File: config.mk
export PLATFORM = sky130hd
export DESIGN_NAME = dmem_arbiter
export DESIGN_NICKNAME = d
export VERILOG_FILES = /design/src/rtl/dmem_arb_pkg.sv /design/src/rtl/dmem_arbiter_rr.sv /design/src/rtl/dmem_arbiter.sv
export SDC_FILE = /design/constraint.sdc
export NUM_CORES = 1
export LEC_CHECK = 0
export CORE_MARGIN = 2
export CORE_UTILIZATION = 35
export CTS_BUF_LIST = sky130_fd_sc_hd__clkbuf_8
export DETAILED_ROUTE_END_ITERATION = 7
export GPL_TIMING_DRIVEN = 0
export PLACE_DENSITY = 0.8
export SLEW_MARGIN = 15
export SYNTH_ARGS = -nofsm -noshare
export SYNTH_HDL_FRONTEND = slang
export SYNTH_SLANG_ARGS = --single-unit
export TNS_END_PERCENT = 100
File: constraint.sdc
create_clock -name clk -period 2.5 [get_ports clk]
set_input_delay 0.25 -clock clk [delete_from_list [all_inputs] [get_ports clk]]
set_output_delay 0.25 -clock clk [all_outputs]
set_load 0.02 [all_outputs]
File: src/rtl/dmem_arb_pkg.sv
// Shared types and helpers for the data-memory arbiter.
package dmem_arb_pkg;

   typedef enum logic {
      ARB    = 1'b0,
      LOCKED = 1'b1
   } arb_state_t;

   localparam int NUM_PORTS = 2;

   // A byte address is rejected when it is not word aligned or when any bit
   // above the word index is set (beyond the end of the memory).
   function automatic logic addr_bad(input logic [31:0] addr, input int r);
      logic [31:0] hi;
      hi = addr >> (r + 2);
      return (addr[1:0] != 2'b00) || (hi != 32'd0);
   endfunction

endpackage

File: src/rtl/dmem_arbiter_rr.sv
// Two-input round-robin picker. The mask restricts eligibility (used to pin
// the grant to the lock owner); last_grant remembers who transferred last.
module rr_arbiter2 (
   input  logic       clk,
   input  logic       rst_n,
   input  logic [1:0] valid,
   input  logic [1:0] mask,
   input  logic       advance,
   output logic [1:0] grant
);

   logic [1:0] elig;
   logic       last_grant;

   assign elig = valid & mask;

   // Single eligible port wins outright; on a conflict the port that did not
   // go last wins.
   always_comb begin
      grant = 2'b00;
      case (elig)
         2'b01:   grant = 2'b01;
         2'b10:   grant = 2'b10;
         2'b11:   grant = last_grant ? 2'b01 : 2'b10;
         default: grant = 2'b00;
      endcase
   end

   // Reset to port 1 so that port 0 wins the first conflict.
   always_ff @(posedge clk) begin
      if (!rst_n) begin
         last_grant <= 1'b1;
      end else if (advance) begin
         last_grant <= grant[1];
      end
   end

endmodule

File: src/rtl/dmem_arbiter.sv
// Arbiter sharing a single-port word memory between the CPU data port (0)
// and the DMA/debug loader (1), with bounded burst locking.
//
//  state  | meaning
//  -------+---------------------------------------------------------------
//  ARB    | normal round-robin between both ports
//  LOCKED | only the owner is eligible; lock_cnt counts its grants so far
module dmem_arbiter #(
   parameter int n        = 16,
   parameter int r        = 6,
   parameter int LOCK_MAX = 8
) (
   input  logic         clk,
   input  logic         rst_n,
   input  logic [1:0]   req_valid,
   output logic [1:0]   req_ready,
   input  logic [1:0]   req_we,
   input  logic [1:0]   req_lock,
   input  logic [n-1:0] req_addr0,
   input  logic [n-1:0] req_addr1,
   input  logic [n-1:0] req_wdata0,
   input  logic [n-1:0] req_wdata1,
   output logic [1:0]   rsp_valid,
   output logic         rsp_err,
   output logic [n-1:0] rsp_rdata,
   output logic         mem_we,
   output logic [n-1:0] mem_addr,
   output logic [n-1:0] mem_wdata,
   input  logic [n-1:0] mem_rdata
);

   import dmem_arb_pkg::*;

   localparam int CW = $clog2(LOCK_MAX + 1);
   localparam logic [CW-1:0] CNT_MAX = CW'(LOCK_MAX);
   localparam logic [CW-1:0] CNT_ONE = CW'(1);

   arb_state_t    state, state_nx;
   logic          owner, owner_nx;
   logic [CW-1:0] lock_cnt, cnt_nx;

   logic          other;
   logic          owner_v, other_v;
   logic          forced;
   logic          hold;
   logic [1:0]    mask;
   logic [1:0]    grant;
   logic          xfer;
   logic          sel;
   logic          err0, err1;
   logic          sel_err, sel_we;
   logic [n-1:0]  sel_addr, sel_wdata;

   // The lock only pins the grant while the owner is still asking and no
   // forced release is due; otherwise this cycle arbitrates as in ARB, and
   // since the owner went last the other port wins any conflict.
   always_comb begin
      other   = ~owner;
      owner_v = req_valid[owner];
      other_v = req_valid[other];
      forced  = (lock_cnt == CNT_MAX) && other_v;
      hold    = (state == LOCKED) && owner_v && !forced;
      mask    = 2'b11;
      if (hold) begin
         mask = owner ? 2'b10 : 2'b01;
      end
   end

   rr_arbiter2 u_rr (
      .clk     (clk),
      .rst_n   (rst_n),
      .valid   (req_valid),
      .mask    (mask),
      .advance (xfer),
      .grant   (grant)
   );

   assign req_ready = grant & {2{rst_n}};
   assign xfer      = |req_ready;
   assign sel       = req_ready[1];

   assign err0 = addr_bad(32'(req_addr0), r);
   assign err1 = addr_bad(32'(req_addr1), r);

   // Steer the granted port onto the memory; an idle bus drives zeros.
   always_comb begin
      sel_err   = sel ? err1 : err0;
      sel_we    = sel ? req_we[1] : req_we[0];
      sel_addr  = sel ? req_addr1 : req_addr0;
      sel_wdata = sel ? req_wdata1 : req_wdata0;
      mem_we    = xfer && sel_we && !sel_err;
      mem_addr  = xfer ? sel_addr : '0;
      mem_wdata = xfer ? sel_wdata : '0;
   end

   // Lock state register.
   always_ff @(posedge clk) begin
      if (!rst_n) begin
         state    <= ARB;
         owner    <= 1'b0;
         lock_cnt <= '0;
      end else begin
         state    <= state_nx;
         owner    <= owner_nx;
         lock_cnt <= cnt_nx;
      end
   end

   // Lock next-state: count owner beats (saturating), release on a beat
   // without lock, and (re)enter the lock from any arbitrated transfer.
   always_comb begin
      state_nx = state;
      owner_nx = owner;
      cnt_nx   = lock_cnt;
      if (hold) begin
         if (xfer) begin
            if (req_lock[owner]) begin
               if (lock_cnt != CNT_MAX) begin
                  cnt_nx = lock_cnt + CNT_ONE;
               end
            end else begin
               state_nx = ARB;
               cnt_nx   = '0;
            end
         end
      end else begin
         state_nx = ARB;
         cnt_nx   = '0;
         if (xfer && req_lock[sel]) begin
            state_nx = LOCKED;
            owner_nx = sel;
            cnt_nx   = CNT_ONE;
         end
      end
   end

   // One-cycle registered response; read data only for clean reads.
   always_ff @(posedge clk) begin
      if (!rst_n) begin
         rsp_valid <= 2'b00;
         rsp_err   <= 1'b0;
         rsp_rdata <= '0;
      end else begin
         rsp_valid <= req_ready;
         rsp_err   <= xfer && sel_err;
         rsp_rdata <= (xfer && !sel_we && !sel_err) ? mem_rdata : '0;
      end
   end

endmodule

Word level (Yosys, flattened, before mapping) --
Index checks and enable logic that the tools add are counted. W data, S select, Z words.
Word-level totals: output and inout port bits 54, logic and storage cells 73, memories kept 0, bits of input ports 88, register bits after elaboration 26, latch bits 0, RAM bits 0, bits in read-only memories 0
Cells by class: bitwise logic cells 4, multiplexer cells 27, shift-type cells 0, $mul 0, reductions and logical operators 23, $lt $le $gt $ge 3, equality and inequality tests 8, add/subtract/negate cells 1, div/mod/pow operators 0
Operator list (number):
- $mux W16 | 4
- $reduce_bool A32 Y1 | 2
- $mux W4 | 4
- $mux W1 | 15
- $logic_and A1 B1 Y1 | 9
- $reduce_and A2 Y1 | 4
- $lt A1 B2 Y1 const B | 3
- $mux W2 | 3
- $pmux W2 S3 | 1
- $add A4 B1 Y4 const B | 1
- $and A2 B2 Y2 | 2
- $eq A2 B2 Y1 const B | 2
- $eq A4 B4 Y1 const B | 1
- $ne A4 B4 Y1 const B | 1
- $reduce_bool A2 Y1 | 2
- $logic_not A1 Y1 | 3
- $ne A3 B2 Y1 const B | 1
- $eq A2 B1 Y1 const B | 1
- $logic_or A1 B1 Y1 | 2
- $ne A2 B1 Y1 const B | 1
- $ne A2 B2 Y1 const B | 1
- $not A1 Y1 | 2
- $reduce_or A2 Y1 | 1

Longest topological paths before layout --
depth after elaboration 16, mapped depth 8, mapped depth without buffers 6

Cells and area by module --
Synthesis repeated with hierarchy kept, for this count alone.
Second synthesis, totals: cell total of the unflattened synthesis 149, area, all modules 1405.1 sq um
Modules (own cells, without submodules):
- dmem_arbiter | area an instance 1332.5 sq um, sequential area each 500.5 sq um, instances 1, cells an instance 141
- rr_arbiter2 | area an instance 72.6 sq um, sequential area each 20.0 sq um, instances 1, cells an instance 8

Worst setup path before layout --
Ideal clock, no wire load.
path kind reg2out, start point register lock_cnt[0], end point output mem_we, buffers on the path 1, slack 0.191 ns, data arrival time 2.059 ns, cell stages (with the launch flop) 8, data required time 2.250 ns, cells stage by stage dfxtp_1 > inv_1 > ha_1 > and4b_4 > o21a_1 > clkbuf_1 > or4b_1 > a21oi_1
Between the ends: cells in the longest elaborated chain, start to end 12, elaborated cells between the ends (all ways) 17, classes of those cells 4 x eq/ne; 4 x mux; 2 x bitwise; 7 x reduce/logical
Ends and longest elaborated chain:
- start: declaration | line dmem_arbiter.sv:40 | logic [CW-1:0] lock_cnt, cnt_nx;
- start signal: assignment | line dmem_arbiter.sv:105 | lock_cnt <= cnt_nx;
- $eq A4 B4 Y1 * | line dmem_arbiter.sv:61 | forced = (lock_cnt == CNT_MAX) && other_v;
- $logic_and A1 B1 Y1 * | line dmem_arbiter.sv:61
- $logic_not A1 Y1 * | line dmem_arbiter.sv:62 | hold = (state == LOCKED) && owner_v && !forced;
- $logic_and A1 B1 Y1 * | line dmem_arbiter.sv:62
- $mux W2 * | line dmem_arbiter.sv:64 | if (hold) begin
- $and A2 B2 Y2 * | line dmem_arbiter_rr.sv:15 | assign elig = valid & mask;
- $eq A2 B2 Y1 / $eq A2 B1 Y1 (equally long branches) | line dmem_arbiter_rr.sv:21 | case (elig)
- $pmux W2 S3 * | line dmem_arbiter_rr.sv:21
- $and A2 B2 Y2 * | line dmem_arbiter.sv:78 | assign req_ready = grant & {2{rst_n}};
- $reduce_or A2 Y1, or another cell as far along | line dmem_arbiter.sv:79 | assign xfer = |req_ready;
- $logic_and A1 B1 Y1 / $logic_not A1 Y1 (equally long branches) | line dmem_arbiter.sv:91 | mem_we = xfer && sel_we && !sel_err;
- $logic_and A1 B1 Y1 * | line dmem_arbiter.sv:91
- end: declaration | line dmem_arbiter.sv:26 | output logic mem_we,
Every way passes the cells marked *; elsewhere a longest branch is shown, timed or not.

Worst setup path in the final report --
Ends and elaborated chain as after synthesis.

==> impl_metrics.csv <==
group,metric,value,unit
synth,syn_area_per_cell,7.464,um^2
critical_path,worstPathMaxFanout,9,
synth,synth_nets,348,
floorplanning,initial_core_util,35.63,%
synth,synth_area_leaders,"dfxtp_1 (27%), o211ai_1 (14%), a21oi_1 (11%), o21ai_0 (9.9%), clkbuf_1 (4.7%)",
clocking,cts.hold.buffers_added,0,
placed_design,hpwl,5441,um
critical_path,end_kind,"output pin",
clocking,cts_root_buf,"clkbuf_8",
floorplanning,num_rows,27,
global_routing,grt-ovfl-total,0,
layout,drive_above_1_share,21.13,%
critical_path,r2r_end,"rsp_rdata[1]",
critical_path,crit_required,2.25,ns
global_routing,first_global_vias,2417,
synth,seq_area_frac_synth,27.03,%
critical_path,critical_path_class,"reg -> out",
sta,holdWs,0.2589,ns
clocking,clkTransAtPathRegs,0.09,ns
clocking,cts_made_buffers,3,
synth,ys_ff_latch,26,
layout,seq_area,525.5,um^2
synth,synth_cell_types,40,
critical_path,rrSetupSlack,0.49,ns
sta,max_slew_margin,67.15,%
drt,routed_via_density,5.365,
clocking,cts_tree,"built",
critical_path,cp-start-kind,"flop",
floorplanning,die_area,6111,um^2
floorplanning,core_area,5405,um^2
floorplanning,ios,142,
synth,synth_edf_count,0,
floorplanning,die_h,78.18,um
drt,dr.pass1.iters,4,
synth,synth_top_area_share,27.03,%
worst_hold_path,hold_end,"u_rr.last_grant",
placed_design,routabilityCongestion,0.8424,
synth,synth_top_flop_cell,"dfxtp_1",
pwr,ir_drop,0.0001922,V
worst_hold_path,hold_start,"rst_n",
sta,setup-violations-final,0,
clocking,cts.path.max_buffers,2,
layout,num_antenna_cells,0,
sta,tightest_slew,0.4877,ns
layout,finalNetCount,498,
worst_hold_path,hold_path.class,"in -> reg",
synth,yosys.area.top_type,"dfxtp_1",
sta,fmax,416.9,MHz
placed_design,port_buffers,139,
global_routing,grt_start_max_net_pins,15,
sta,drv_slew,0,
clocking,clock_sinks,26,
clocking,clock_latency,0.26,ns
pwr,power.leakage,1.248,nW
synth,async_reset_ff_share,0,%
layout,fin_util,64.07,%
drt,route.detailed.drc,0,
critical_path,arrival,2.15,ns
critical_path,r2r_cells,8,
pwr,power-per-cell-area,338.7,nW/um^2
sta,finalHoldViolCount,0,
drt,drtIter0Drc,108,
critical_path,r2r-start,"lock_cnt[0]",
clocking,cts_max_level,1,
drt,vias,2570,
global_routing,antenna_found_initial,0,
pwr,power,1.173,mW
worst_hold_path,hold-path-cell-count,2,
layout,multiInputGateArea,1279,um^2
layout,fill_cells,520,
sta,rsz0062_at_grt,"true",
drt,drt_wl_total,7274,um
global_routing,grt_usage,22.39,%
sta,fin_crit,2.399,ns
drt,wl_per_cell,15.19,um
run_status,outcome,"finished clean",
sta,fin_skew,0.003943,ns
sta,fin_crit_sh,95.95,%
floorplanning,die_w,78.18,um
synth,yosys_warnings,0,
synth,syn-instance-count,258,
layout,area_growth,79.86,%
synth,synth_area,1926,um^2
job,drv_cap,0,
drt,postRouteAntennaNets,0,
global_routing,grt_pass1_wl,11420,um
==> worst max-delay path by stage <==
| stage | from | end | slack [ns] | cells past startpoint |
|---|---|---|---|---|
| after floorplan | lock_cnt[0] | mem_we | 0.19 | 7 |
| after global placement | req_valid[1] | mem_addr[4] | -0.65 | 9 |
| after detailed placement | req_valid[1] | mem_addr[4] | -0.59 | 9 |
| after CTS | lock_cnt[0] | mem_we | -0.005 | 7 |
| after global routing | lock_cnt[0] | mem_wdata[12] | -0.01 | 9 |
| final | lock_cnt[0] | mem_we | 0.10 | 8 |
==> synth_stat cells (2+ instances only) <==
cell	instances
a21oi_1	41
o21ai_0	38
o211ai_1	36
dfxtp_1	26
clkbuf_1	24
nand2_1	19
a21oi_2	10
inv_1	7
nand3_1	5
mux2i_1	4
nand3b_1	4
a211oi_1	3
a21boi_0	3
buf_2	3
buf_6	3
or4_1	3
a32oi_1	2
ha_1	2
nor3_1	2
nor4_1	2
o21a_1	2
==> cell families after synthesis <==
group                    share of synthesized area [%]
buffers and inverters                            8.772
AND/OR/NAND/NOR                                  14.56
AO/OA/AOI/OAI                                    45.68
adder cells (fa/ha/maj)                          1.299
flip-flops                                       27.03
multiplexers                                     2.664
==> sequential cells by signal, indices dropped and copies added (netlist names) <==
name / count
lock_cnt: 4
owner: 1
rsp_err: 1
rsp_rdata: 16
rsp_valid: 2
state: 1
u_rr.last_grant: 1
==> stage by stage <==
stage	setup slack, ns	instance area [um^2]	TNS [ns]	std cells
2_1_floorplan	0.1909	1926	0	258
3_3_place_gp	-0.6495	3407	-18.61	469
3_5_place_dp	-0.5935	3407	-18.18	469
4_1_cts	-0.005298	3512	-0.005298	474
5_1_grt	-0.01056	3463	-0.01497	479
6_report	0.1013	3463	0	479
==> critical path, cell delays in order (launching register included) <==
cell	delay, ns
dfxtp_4	0.36
inv_1	0.06
ha_2	0.18
and3b_1	0.22
o21ai_2	0.08
buf_4	0.16
or4b_1	0.52
a21oi_2	0.17
buf_6	0.14
==> layer usage <==
metal / track usage, % / share of wire (%) / vias up
met4: 5.263 / 2.1 / 0
li1: - / - / 1276
met2: 39.83 / 50 / 91
met1: 28.39 / 43 / 1187
met5: 0 / 0 / -
met3: 3.448 / 5.6 / 16
==> cells in the final DEF (no fill, tap or decap), drive strengths merged <==
cell type	count
nor2	1
o211ai	37
ha	2
nand3	5
clkinv	1
a21boi	3
o21a	3
clkdlybuf4s50	103
o21ai	39
and3	1
nor3b	1
or4	4
mux2	1
a21oi	51
dfxtp	26
clkdlybuf4s15	1
o22ai	1
nand3b	4
inv	7
and2b	1
a211oi	3
and4b	1
dlygate4sd2	3
buf	48
clkbuf	23
or2	1
and3b	1
and2	1
a311oi	1
a32oi	2
mux2i	4
nor3	2
nor4	3
o211a	1
or4b	1
nand4	1
nand2	19
==> cell type report <==
type / count / share of cell area, %
Inverter: 8 / 0.8671
Multi-Input combinational cell: 195 / 36.92
Timing Repair Buffer: 146 / 38.08
Clock buffer: 4 / 1.590
Buffer: 28 / 4.769
Sequential cell: 26 / 15.17
Tap cell: 72 / 2.601
==> timing repair <==
action,in CTS,in global routing
setup endpoints to repair,35,34
pin swaps,1,3
cloned,0,1
buffers inserted,3,4
gates resized for setup,130,53
==> power breakdown <==
group | internal (mW) | switching [mW]
clock | 0.140 | 0.126
sequential | 0.421 | 0.00629
combinational | 0.238 | 0.240
Power figures use the tool's default switching activity.
